$ cat config.mk
export PLATFORM = sky130hd
export DESIGN_NAME = program_memory
export DESIGN_NICKNAME = d
export VERILOG_FILES = /design/src/rtl/program_memory_pkg.sv /design/src/rtl/prog_mem_array.sv /design/src/rtl/program_memory.sv
export SDC_FILE = /design/constraint.sdc
export NUM_CORES = 1
export LEC_CHECK = 0
export BUFFER_PORTS_ARGS = -buffer_cell sky130_fd_sc_hd__clkbuf_2
export CORE_MARGIN = 2
export CORE_UTILIZATION = 30
export CTS_CLUSTER_SIZE = 28
export DETAILED_ROUTE_END_ITERATION = 10
export MAX_ROUTING_LAYER = met4
export PLACE_DENSITY = 0.41
export SKIP_LAST_GASP = 1
export SLEW_MARGIN = 20
export SYNTH_ARGS = -nofsm -noshare
export SYNTH_HDL_FRONTEND = slang
export SYNTH_SLANG_ARGS = --single-unit
$ cat constraint.sdc
create_clock -name clock -period 5.62 [get_ports clock]
set_input_delay 0.843 -clock clock [delete_from_list [all_inputs] [get_ports clock]]
set_output_delay 0.843 -clock clock [all_outputs]
set_load 0.1 [all_outputs]
$ cat src/rtl/program_memory_pkg.sv
// Shared types and constants for the 4-bit CPU program store.
// Optional feature macro: PROG_MEM_CHECKSUM_EN (adds the CHECK state).
package program_memory_pkg;

    localparam int PROG_DEPTH = 16;
    localparam int ADDR_W     = 4;
    localparam int DATA_W     = 8;

    typedef logic [ADDR_W-1:0] addr_t;
    typedef logic [DATA_W-1:0] data_t;

    typedef enum logic [1:0] {
        HALT  = 2'd0,
        LOAD  = 2'd1,
        CHECK = 2'd2,
        RUN   = 2'd3
    } prog_state_e;

    // Running program checksum: plain 8-bit sum, wraps modulo 256.
    function automatic data_t checksum_add(input data_t acc, input data_t b);
        return acc + b;
    endfunction

endpackage

$ cat src/rtl/prog_mem_array.sv
// DEPTH x WORD_W register file: synchronous write, synchronous clear,
// asynchronous (combinational) read.
module prog_mem_array
    import program_memory_pkg::*;
#(
    parameter int DEPTH  = PROG_DEPTH,
    parameter int WORD_W = DATA_W,
    parameter int AW     = $clog2(DEPTH)
) (
    input  logic              clk_i,
    input  logic              clr_i,
    input  logic              we_i,
    input  logic [AW-1:0]     waddr_i,
    input  logic [WORD_W-1:0] wdata_i,
    input  logic [AW-1:0]     raddr_i,
    output logic [WORD_W-1:0] rdata_o
);

    logic [WORD_W-1:0] mem_q [DEPTH];

    // Storage update: clear wins over write so reset always wipes the program.
    always_ff @(posedge clk_i) begin
        if (clr_i) begin
            for (int i = 0; i < DEPTH; i++) begin
                mem_q[i] <= {WORD_W{1'b0}};
            end
        end else if (we_i) begin
            mem_q[waddr_i] <= wdata_i;
        end
    end

    assign rdata_o = mem_q[raddr_i];

endmodule

$ cat src/rtl/program_memory.sv
// Instruction store and byte-stream loader for the 4-bit CPU.
// Holds the CPU in reset (cpu_run=0) while a program is being loaded.
// Optional feature macro: PROG_MEM_CHECKSUM_EN -- a trailing checksum byte
// is compared against the modulo-256 sum of the program bytes.
module program_memory
    import program_memory_pkg::*;
#(
    parameter int DEPTH  = PROG_DEPTH,
    parameter int WORD_W = DATA_W
) (
    input  logic        clock,
    input  logic        reset,
    input  addr_t       addr,
    output data_t       data,
    output logic        cpu_run,
    input  logic        load_start,
    input  logic        load_valid,
    output logic        load_ready,
    input  logic [7:0]  load_data,
    input  logic        load_last,
    output logic [4:0]  load_count,
    output logic        load_error
);

    localparam addr_t ADDR_LAST = addr_t'(DEPTH - 1);

    prog_state_e state_q, state_d;
    addr_t       ptr_q, ptr_d;
    logic [4:0]  count_q, count_d;
    logic        run_q;
    logic        ready_q;
    logic        hs_s;
    logic        we_s;
    data_t       rdata_s;
`ifdef PROG_MEM_CHECKSUM_EN
    data_t       sum_q, sum_d;
    logic        err_q, err_d;
`endif

    // The handshake uses the registered ready, so valid never reaches ready.
    assign hs_s = load_valid & ready_q;

    prog_mem_array #(
        .DEPTH  (DEPTH),
        .WORD_W (WORD_W)
    ) u_array (
        .clk_i   (clock),
        .clr_i   (~reset),
        .we_i    (we_s),
        .waddr_i (ptr_q),
        .wdata_i (load_data),
        .raddr_i (addr),
        .rdata_o (rdata_s)
    );

    // State and datapath registers; reset returns to an empty, halted store.
    always_ff @(posedge clock) begin
        if (!reset) begin
            state_q <= HALT;
            ptr_q   <= 4'd0;
            count_q <= 5'd0;
            run_q   <= 1'b0;
            ready_q <= 1'b0;
`ifdef PROG_MEM_CHECKSUM_EN
            sum_q   <= 8'd0;
            err_q   <= 1'b0;
`endif
        end else begin
            state_q <= state_d;
            ptr_q   <= ptr_d;
            count_q <= count_d;
            run_q   <= (state_d == RUN);
            ready_q <= (state_d == LOAD) || (state_d == CHECK);
`ifdef PROG_MEM_CHECKSUM_EN
            sum_q   <= sum_d;
            err_q   <= err_d;
`endif
        end
    end

    // Next-state decision: restart beats a same-cycle handshake.
    always_comb begin
        state_d = state_q;
        case (state_q)
            HALT, RUN: begin
                if (load_start) begin
                    state_d = LOAD;
                end else begin
                    state_d = state_q;
                end
            end
            LOAD: begin
                if (load_start) begin
                    state_d = LOAD;
                end else if (hs_s && (load_last || (ptr_q == ADDR_LAST))) begin
`ifdef PROG_MEM_CHECKSUM_EN
                    state_d = CHECK;
`else
                    state_d = RUN;
`endif
                end else begin
                    state_d = LOAD;
                end
            end
            CHECK: begin
`ifdef PROG_MEM_CHECKSUM_EN
                if (load_start) begin
                    state_d = LOAD;
                end else if (hs_s) begin
                    state_d = (load_data == sum_q) ? RUN : HALT;
                end else begin
                    state_d = CHECK;
                end
`else
                state_d = HALT;
`endif
            end
            default: state_d = HALT;
        endcase
    end

    // Datapath controls: memory write, pointer/count/checksum updates.
    always_comb begin
        we_s    = 1'b0;
        ptr_d   = ptr_q;
        count_d = count_q;
`ifdef PROG_MEM_CHECKSUM_EN
        sum_d   = sum_q;
        err_d   = err_q;
`endif
        case (state_q)
            HALT, RUN, CHECK: begin
                if (load_start) begin
                    ptr_d   = 4'd0;
                    count_d = 5'd0;
`ifdef PROG_MEM_CHECKSUM_EN
                    sum_d   = 8'd0;
                    err_d   = 1'b0;
                end else if ((state_q == CHECK) && hs_s && (load_data != sum_q)) begin
                    err_d   = 1'b1;
`endif
                end else begin
                    ptr_d   = ptr_q;
                end
            end
            LOAD: begin
                if (load_start) begin
                    ptr_d   = 4'd0;
                    count_d = 5'd0;
`ifdef PROG_MEM_CHECKSUM_EN
                    sum_d   = 8'd0;
`endif
                end else if (hs_s) begin
                    we_s    = 1'b1;
                    ptr_d   = ptr_q + 4'd1;
                    count_d = count_q + 5'd1;
`ifdef PROG_MEM_CHECKSUM_EN
                    sum_d   = checksum_add(sum_q, load_data);
`endif
                end else begin
                    we_s    = 1'b0;
                end
            end
            default: begin
                we_s = 1'b0;
            end
        endcase
    end

    // Fetch port is blanked while a program is in flight.
    always_comb begin
        if ((state_q == LOAD) || (state_q == CHECK)) begin
            data = 8'h00;
        end else begin
            data = rdata_s;
        end
    end

    assign cpu_run    = run_q;
    assign load_ready = ready_q;
    assign load_count = count_q;
`ifdef PROG_MEM_CHECKSUM_EN
    assign load_error = err_q;
`else
    assign load_error = 1'b0;
`endif

endmodule

=== Yosys cells after proc, flatten, opt, wreduce, memory -nomap -nowiden ===
Memory sizes are Yosys's and may differ from the RTL's.
Index checks and enable logic that the tools add are counted.

* Register bits after elaboration: 13
* Latch bits: 0
* Memory bits (writable): 128
* ROM bits: 0
* Bits of input ports: 17
* Output and inout bits: 16
* Logic and storage cells: 50
* Memories: 1

* Add/sub/neg operators: 2
* $mul: 0
* Divide/modulo/power cells: 0
* $lt $le $gt $ge: 0
* Equality and inequality tests: 9
* Shifts and indexed selects: 0
* Mux-type cells: 23
* Bitwise operators: 1
* Reductions and logical operators: 9

{| class="wikitable"
|+ Memories
! memory !! words !! width !! rd ports !! clocked after Yosys merged registers in !! write ports !! RTL line !! source
|-
| u_array.mem_q || 16 || 8 || 1 || 0 || 16 || prog_mem_array.sv:19 || <nowiki>logic [WORD_W-1:0] mem_q [DEPTH];</nowiki>
|}

{| class="wikitable"
|+ Operators by type and width
! operator !! count
|-
| $mux W4 || 4
|-
| $mux W8 || 2
|-
| $mux W5 || 3
|-
| $pmux W5 S2 || 1
|-
| $eq A2 B2 Y1 const B || 4
|-
| $mux W1 || 8
|-
| $pmux W4 S2 || 1
|-
| $reduce_or A8 Y1 || 1
|-
| $mux W2 || 3
|-
| $pmux W2 S3 || 1
|-
| $add A5 B1 Y5 const B || 1
|-
| $add A4 B1 Y4 const B || 1
|-
| $eq A2 B1 Y1 const B || 2
|-
| $eq A4 B4 Y1 const B || 1
|-
| $logic_or A1 B1 Y1 || 3
|-
| $ne A3 B3 Y1 const B || 1
|-
| $reduce_or A3 Y1 || 1
|-
| $logic_not A2 Y1 || 1
|-
| $ne A2 B2 Y1 const B || 1
|-
| $reduce_and A2 Y1 || 1
|-
| $reduce_or A2 Y1 || 1
|-
| $and A1 B1 Y1 || 1
|-
| $logic_and A1 B1 Y1 || 1
|}

=== Depth between registers and ports, before layout ===
Gate-level depths: netlist of run 1.

* Depth after elaboration: 9
* Gate-level depth with buffers: 8
* Mapped depth without buffers: 8

=== Modules after synthesis ===
From an unflattened synthesis of run 1, not the netlist that was laid out.

* Cells, all modules: 447
* Area, all modules: 6495.0 um2

{| class="wikitable"
|+ Modules (own cells, without submodules)
! module !! instances !! cells each !! area each (um2) !! seq. area each (um2)
|-
| prog_mem_array || 1 || 375 || 5861.9 || 3843.7
|-
| program_memory || 1 || 72 || 633.1 || 260.2
|}

=== Worst setup path before layout of run 1 ===
Ideal clock, no wire load.

* Kind: input -> output
* From: input port addr[0]
* To: output port data[2]
* Arrival time: 3.778 ns
* Path slack: 0.999 ns
* Stages on the path: 6
* Path through: buf_6 > buf_12 > buf_6 > mux2i_1 > a22o_1 > o31ai_1

* Cells in the longest elaborated chain, start to end: 2

{| class="wikitable"
|+ RTL lines
! what !! RTL line !! source
|-
| start, declared || program_memory.sv:13 || <nowiki>input addr_t addr,</nowiki>
|-
| $mem_v2 Z16 W8 || - ||
|-
| $mux W8 || program_memory.sv:172 || <nowiki>if ((state_q == LOAD) || (state_q == CHECK)) begin</nowiki>
|-
| end, declared || program_memory.sv:14 || <nowiki>output data_t data,</nowiki>
|}

No other way between the ends.

=== Worst setup path in the final report of run 1 ===
* From: input port addr[0]
* To: output port data[0]

The elaborated chain is that of the path after synthesis.

==> key figures, run 1 <==
Status
  – Status: finished clean

Logic synthesis
  – Sequential share of the synthesized area: 0.617
  – Compound-Gate Fraction of Synth Area: 0.0442
  – Synth cell count leaders: and2_1, edfxtp_1, mux2i_1, nor2_1, o21ai_0
  – Post-synthesis cell area: 6650 sq um
  – Mux cell area share after synthesis: 0.104
  – Ys async rst share: 0
  – Most common cell in the synthesized netlist: and2_1
  – Top FF cell, synth: edfxtp_1
  – Count of state elements after synthesis: 141
  – Mean Syn Cell Area: 13.3 sq um
  – Synth Area in Simple Gates: 0.184
  – Mapped Nets: 523
  – Largest area contributor in the netlist: edfxtp_1
  – Number of synthesized flops with an enable pin: 128
  – Synth top area cells: edfxtp_1, and2_1, mux2i_1, dfxtp_1, mux4_2
  – Synth Area in Adders: 0.0132
  – Yosys cell types: 33
  – Top-area cell type share of the netlist area: 0.578
  – XOR/XNOR Fraction of Synth Area: 0.00922
  – Largest family of logic cells by synthesized area: simple AND/OR/NAND/NOR gates
  – Ys Warns: 0
  – Syn Inst Count: 499

Die
  – # rows: 54
  – Chip width: 153 um
  – Starting Density: 0.306
  – Die area: 23400 sq um
  – CORE AREA: 21800 sq um
  – Top Ports: 33
  – Die Ht: 153 um

Finish
  – Final nets: 557
  – Post-layout util: 0.355
  – Register area: 4100 sq um
  – Area growth syn-to-layout: 16.2%
  – Multi-input gate area: 2360 sq um
  – Ant diodes: 0
  – # fillers: 2094
  – Layout cells sized above 1: 0.156

Drt
  – Vias/cell: 4.69
  – DR vias: 3876
  – DR pass1 iterations: 6
  – Final WL: 17300 um
  – Final ANT Viol Nets: 0
  – DR WL/cell: 20.9 um
  – Detailed Route Iter0 Violations: 239
  – Remaining DRCs: 0

STA
  – Skew final: 0.00758 ns
  – F_max: 255 MHz
  – Setup TNS Final: 0 ns
  – Final setup violation count: 0
  – Hold WS: 0.508 ns
  – Minimum clock period after layout: 3.92 ns
  – RSZ-0062 raised after global routing: no
  – Slew HR: 0.318
  – Period utilization: 0.697
  – Slew Viols, Final: 0
  – Worst Tran Pin Value: 1.02 ns
  – Fin. Hold Viols: 0

Critical path
  – Worst setup EP type: output pin
  – Critical Path Start: addr[0]
  – Required @ worst endpoint: 4.78 ns
  – CP Data Arrival Time: 3.07 ns
  – Reg2Reg Setup Slack: 3.11 ns
  – Worst Reg2Reg Path Length in Cells: 6
  – WS Path Type: in -> out
  – Max FO, Critical Path: 53
  – Critical Path Start Type: primary input
  – Reg2reg end: u_array.mem_q[1][4]
  – Setup crit end: data[0]
  – FF-to-FF Start: state_q[1]

Clocking
  – CTS tree: built
  – Longest Clk Path Bufs: 2
  – Clock root buffer: clkbuf_16
  – Postcts setup bufs: 0
  – Number of CTS-inserted buffers: 17
  – CTS Hold Bufs: 0
  – Worst-Skew Late Latency: 0.42 ns
  – Post_cts resized: 0
  – H-tree levels: 4
  – CTS sink cnt: 141
  – Clock slew at reported path FFs: 0.06 ns

Place
  – Global placement routability congestion: 0.743
  – DP HPWL: 11800 um
  – I/O Buffers: 31

Global routing
  – Met3 GRT Util: 0.0366
  – Initial antenna violation count: 1
  – Gr ovfl total: 0
  – First-pass GRT wire length: 26100 um
  – GR Util met1: 0.210
  – Most used routing layer: met2
  – Vias in the first global route: 4064
  – GRT Util Overall: 0.158
  – Met2 GRT Util: 0.241
  – Largest net degree at the start of global routing: 54

Power and ir drop
  – PD cells: 345 nW/um^2
  – Leak: 2.94 nW
  – VDD IR-drop max: 0.000192 V

Worst hold path
  – Hold crit path type: reg -> reg
  – HP Start: load_count[1]
  – Hold depth: 2

Flow run
  – Max Cap Viol: 0
-- worst min-delay path by stage --
stage / to
finish: load_count[1]
global route: load_count[1]
CTS: load_count[1]
detailed placement: load_count[1]
global placement: load_count[1]
floorplan: ptr_q[1]
-- layer usage --
layer  vias to the layer above  wire [um]
met4                         0        335
met2                        78       7990
met1                      1912       8110
met3                        24        834
met5                         -          0
li1                       1862          -
-- layout make-up --
cell class,instances,area share
sequential,141,0.531
multi-input combinational,327,0.306
clock buffer,17,0.0551
tap,280,0.0454
timing repair buffer,43,0.0321
clock inverter,15,0.0287
inverter,3,0.00146
-- worst max-delay path, cell delays in order --
cell,delay (ns)
buf_4,0.71
mux2i_1,0.31
a22oi_1,0.22
nand2_1,0.10
o21ai_0,0.31
clkbuf_2,0.52
-- power by group --
part	switching (mW)	internal, mW
Combinational	0.182	0.0594
Clock	0.441	0.787
Sequential	0.0139	1.18
-- cells in the final DEF, fill, tap and decap left out, drive strengths merged, types with 3 or more instances in the layout --
cell / count
and2: 132
edfxtp: 128
clkbuf: 47
mux2i: 43
nor2: 24
o21ai: 18
nand2: 17
a22oi: 17
dfxtp: 13
buf: 13
nand2b: 12
nand3: 11
mux4: 11
clkinv: 10
ha: 7
nor2b: 5
xor2: 5
bufinv: 5
nor3: 5
a21oi: 4
inv: 3
nand4: 3
-- flip-flops by register name, indices dropped and copies added, names as in the netlist --
signal and cells:
ptr_q 4, state_q 2, load_count 5, load_ready 1, u_array.mem_q 128, cpu_run 1
-- cell families after synthesis --
group                    count (synthesis)
buffers and inverters                   31
AO/OA/AOI/OAI                           46
adder cells (fa/ha/maj)                  7
other                                    1
flip-flops                             141
XOR/XNOR                                 7
AND/OR/NAND/NOR                        212
multiplexers                            54
-- per-stage QoR --
step / setup WS [ns] / power (mW) / area, sq um / cells
floorplan: 0.999 / 1.38 / 6650 / 499
global placement: 1.65 / 1.46 / 7080 / 794
detailed placement: 1.63 / 1.46 / 7080 / 794
CTS: 1.64 / 2.69 / 7720 / 826
global route: 1.56 / 2.75 / 7720 / 826
finish: 1.70 / 2.66 / 7720 / 826
Power figures use the tool's default switching activity.
==> run 2, diff against run 1 <==
--- a/config.mk
+++ b/config.mk
@@ -5,6 +5,7 @@
 export SDC_FILE = /design/constraint.sdc
 export NUM_CORES = 1
 export LEC_CHECK = 0
+export ABC_AREA = 1
 export BUFFER_PORTS_ARGS = -buffer_cell sky130_fd_sc_hd__clkbuf_2
 export CORE_MARGIN = 2
 export CORE_UTILIZATION = 30
==> constraint.sdc (replaced) <==
create_clock -name clock -period 3.7 [get_ports clock]
set_input_delay 0.555 -clock clock [delete_from_list [all_inputs] [get_ports clock]]
set_output_delay 0.555 -clock clock [all_outputs]
set_load 0.1 [all_outputs]
==> run 2 against run 1 <==
  * Synthesized cell count up 55%
  * Critical path type unchanged
  * Worst hold slack worse by 0.011 ns
  * Final cell count up 32%
  * Largest power group unchanged
==> key figures, run 2 <==
Status
  – Status: finished clean

Logic synthesis
  – Count of state elements after synthesis: 141 (unchanged)
  – Mapped Nets: 795 (+52%)
  – Number of synthesized flops with an enable pin: 128 (unchanged)
  – Ys Warns: 0 (unchanged)
  – Largest area contributor in the netlist: edfxtp_1
  – Ys async rst share: 0 (unchanged)
  – Synth cell count leaders: nand2_1, nor2_1, edfxtp_1, inv_1, nand3_1
  – Syn Inst Count: 771 (+55%)
  – Mean Syn Cell Area: 8.97 sq um (-33%)
  – Yosys cell types: 28 (-15%)
  – Synth top area cells: edfxtp_1, nand2_1, nor2_1, nand3_1, inv_1
  – Post-synthesis cell area: 6920 sq um (+4.0%)
  – Top FF cell, synth: edfxtp_1
  – Most common cell in the synthesized netlist: nand2_1
  – Top-area cell type share of the netlist area: 0.556 (-0.0224)
  – Sequential share of the synthesized area: 0.593 (-0.0239)

Finish
  – Multi-input gate area: 2280 sq um (-3.4%)
  – Largest register by flop count: u_array.mem_q
  – # fillers: 2323 (+11%)
  – Max reg flops: 128 (unchanged)
  – Area growth syn-to-layout: 17.1%
  – Ant diodes: 0 (unchanged)
  – Layout cells sized above 1: 0.123 (-0.0325)
  – Commonest non-fill, non-tap cell in the layout: nand2_1
  – Final nets: 815 (+46%)
  – Register area: 4100 sq um (unchanged)
  – Most frequent cells in the layout: nand2_1, nor2_1, edfxtp_1, inv_1, nand3_1

Clocking
  – Clock root buffer: clkbuf_16
  – CTS tree: built
  – H-tree levels: 4 (unchanged)
  – Clock slew at reported path FFs: 0.06 ns (about the same)
  – Post_cts resized: 0 (unchanged)
  – Longest Clk Path Bufs: 2 (unchanged)
  – Postcts setup bufs: 0 (unchanged)
  – Worst-Skew Late Latency: 0.43 ns (about the same)
  – Number of CTS-inserted buffers: 17 (unchanged)
  – CTS Hold Bufs: 0 (unchanged)
  – CTS sink cnt: 141 (unchanged)

Global routing
  – GRT Util Overall: 0.172 (+0.0141)
  – Initial antenna violation count: 0 (-1)
  – Largest net degree at the start of global routing: 65 (+20%)
  – First-pass GRT wire length: 29500 um (+13%)
  – Vias in the first global route: 4949 (+22%)
  – Gr ovfl total: 0 (unchanged)

Drt
  – Final ANT Viol Nets: 0 (unchanged)
  – DR pass1 iterations: 5 (-1)
  – Detailed Route Iter0 Violations: 323 (+35%)
  – DR vias: 5024 (+30%)
  – DR WL/cell: 17.6 um (-16%)
  – Final WL: 19100 um (+11%)
  – Remaining DRCs: 0 (unchanged)
  – Vias/cell: 4.61 (-1.7%)

Worst hold path
  – HP Start: load_last
  – Hold crit path type: in -> reg
  – Hold depth: 3 (+1)
  – Hold path endpoint: state_q[1]

Die
  – CORE AREA: 22600 sq um (+4.1%)
  – Die Ht: 156 um (+1.9%)
  – Top Ports: 33 (unchanged)
  – Starting Density: 0.305 (about the same)
  – # rows: 55 (+1.9%)
  – Chip width: 156 um (+1.9%)
  – Die area: 24300 sq um (+3.9%)

Critical path
  – Max FO, Critical Path: 64 (+21%)
  – Reg2reg end: u_array.mem_q[13][1]
  – Critical Path Start Type: primary input
  – Reg2Reg Setup Slack: 1.38 ns (-1.73 ns)
  – Worst Reg2Reg Path Length in Cells: 8 (+2)
  – Required @ worst endpoint: 3.14 ns (-1.64 ns)
  – WS Path Type: in -> out
  – Critical Path Start: addr[0]
  – CP Data Arrival Time: 2.34 ns (-0.73 ns)
  – Worst setup EP type: output pin
  – FF-to-FF Start: state_q[1]

STA
  – Setup TNS Final: 0 ns (unchanged)
  – Slew Viols, Final: 0 (unchanged)
  – Worst Tran Pin Value: 0.892 ns (-0.127 ns)
  – RSZ-0062 raised after global routing: no
  – Period utilization: 0.782
  – Fin. Hold Viols: 0 (unchanged)
  – Skew final: 0.00763 ns (+0.0000521 ns)
  – Slew HR: 0.405 (+0.0865)
  – Minimum clock period after layout: 2.89 ns
  – Final setup violation count: 0 (unchanged)
  – Hold WS: 0.497 ns (-0.0112 ns)
  – F_max: 346 MHz

Place
  – DP HPWL: 12600 um (+7.0%)
  – I/O Buffers: 31 (unchanged)
  – Global placement routability congestion: 0.820 (+10%)

Power and ir drop
  – PD cells: 516 nW/um^2 (+50%)
  – VDD IR-drop max: 0.000235 V (+22%)
  – Leak: 3.69 nW (+25%)

Flow run
  – Max Cap Viol: 0 (unchanged)
-- run 2: changes by cell type in the layout (fill, tap and decap cells not counted), sizes merged, moves of 6 or more --
cell and delta:
a21oi +11, a22oi -17, and2 -131, clkbuf -6, inv +91, mux2i -43, mux4 -11, nand2 +218
nand2b -12, nand3 +72, nor2 +124, o21ai -14
-- run 2: metal layers --
metal	track usage	wire, um	up-vias
li1	-	-	2491
met1	0.223	8800	2405
met2	0.267	9170	99
met3	0.0347	731	29
met4	0.0660	440	0
met5	-	0	-
-- run 2: cell type report --
| cell class | instances | share of cell area |
|---|---|---|
| timing repair buffer | 37 | 0.0411 |
| multi-input combinational | 501 | 0.282 |
| clock inverter | 14 | 0.0295 |
| inverter | 93 | 0.0431 |
| tap | 285 | 0.0440 |
| sequential | 141 | 0.507 |
| clock buffer | 18 | 0.0530 |
-- run 2: per-stage QoR --
stage               std cells  utilization  power (mW)  setup WS (ns)  area, sq um
floorplan                 771            -        2.11          0.497         6920
global placement         1057        0.328        2.26          0.814         7430
detailed placement       1057        0.328        2.26          0.824         7430
CTS                      1089        0.358        4.22          0.809         8100
global route             1089        0.358        4.33          0.654         8100
finish                   1089        0.358        4.18          0.807         8100
-- run 2: cells by family (layout without fill, tap and decap cells) --
group | count (synthesis) | in the layout | synth area share
DFF | 141 | 141 | 0.593
xor gates and xnor gates | 2 | 2 | 0.00253
AOI/OAI and AO/OA | 22 | 22 | 0.0170
other | 1 | 1 | 0.000542
and+or+nand+nor | 469 | 469 | 0.298
adders and majority gates | 7 | 7 | 0.0127
buffers and inverters | 129 | 162 | 0.0762
-- run 2: report_power, final --
part,total [mW],internal [mW],switching (mW)
registers,1.80,1.78,0.0165
logic,0.426,0.108,0.318
clock network,1.95,1.27,0.689
total,4.18,3.16,1.02
-- run 2: worst max-delay path by stage --
stage,to,slack [ns]
2_1_floorplan,data[1],0.50
3_3_place_gp,data[5],0.81
3_5_place_dp,data[1],0.82
4_1_cts,data[1],0.81
5_1_grt,data[4],0.65
6_report,data[3],0.81
-- run 2: critical path: stages --
cell	delay [ns]
clkbuf_2	0.09
buf_4	0.55
nand2_1	0.12
nand2_1	0.10
nand2_1	0.06
nand3_1	0.13
nand3_1	0.17
a21oi_1	0.29
buf_12	0.22
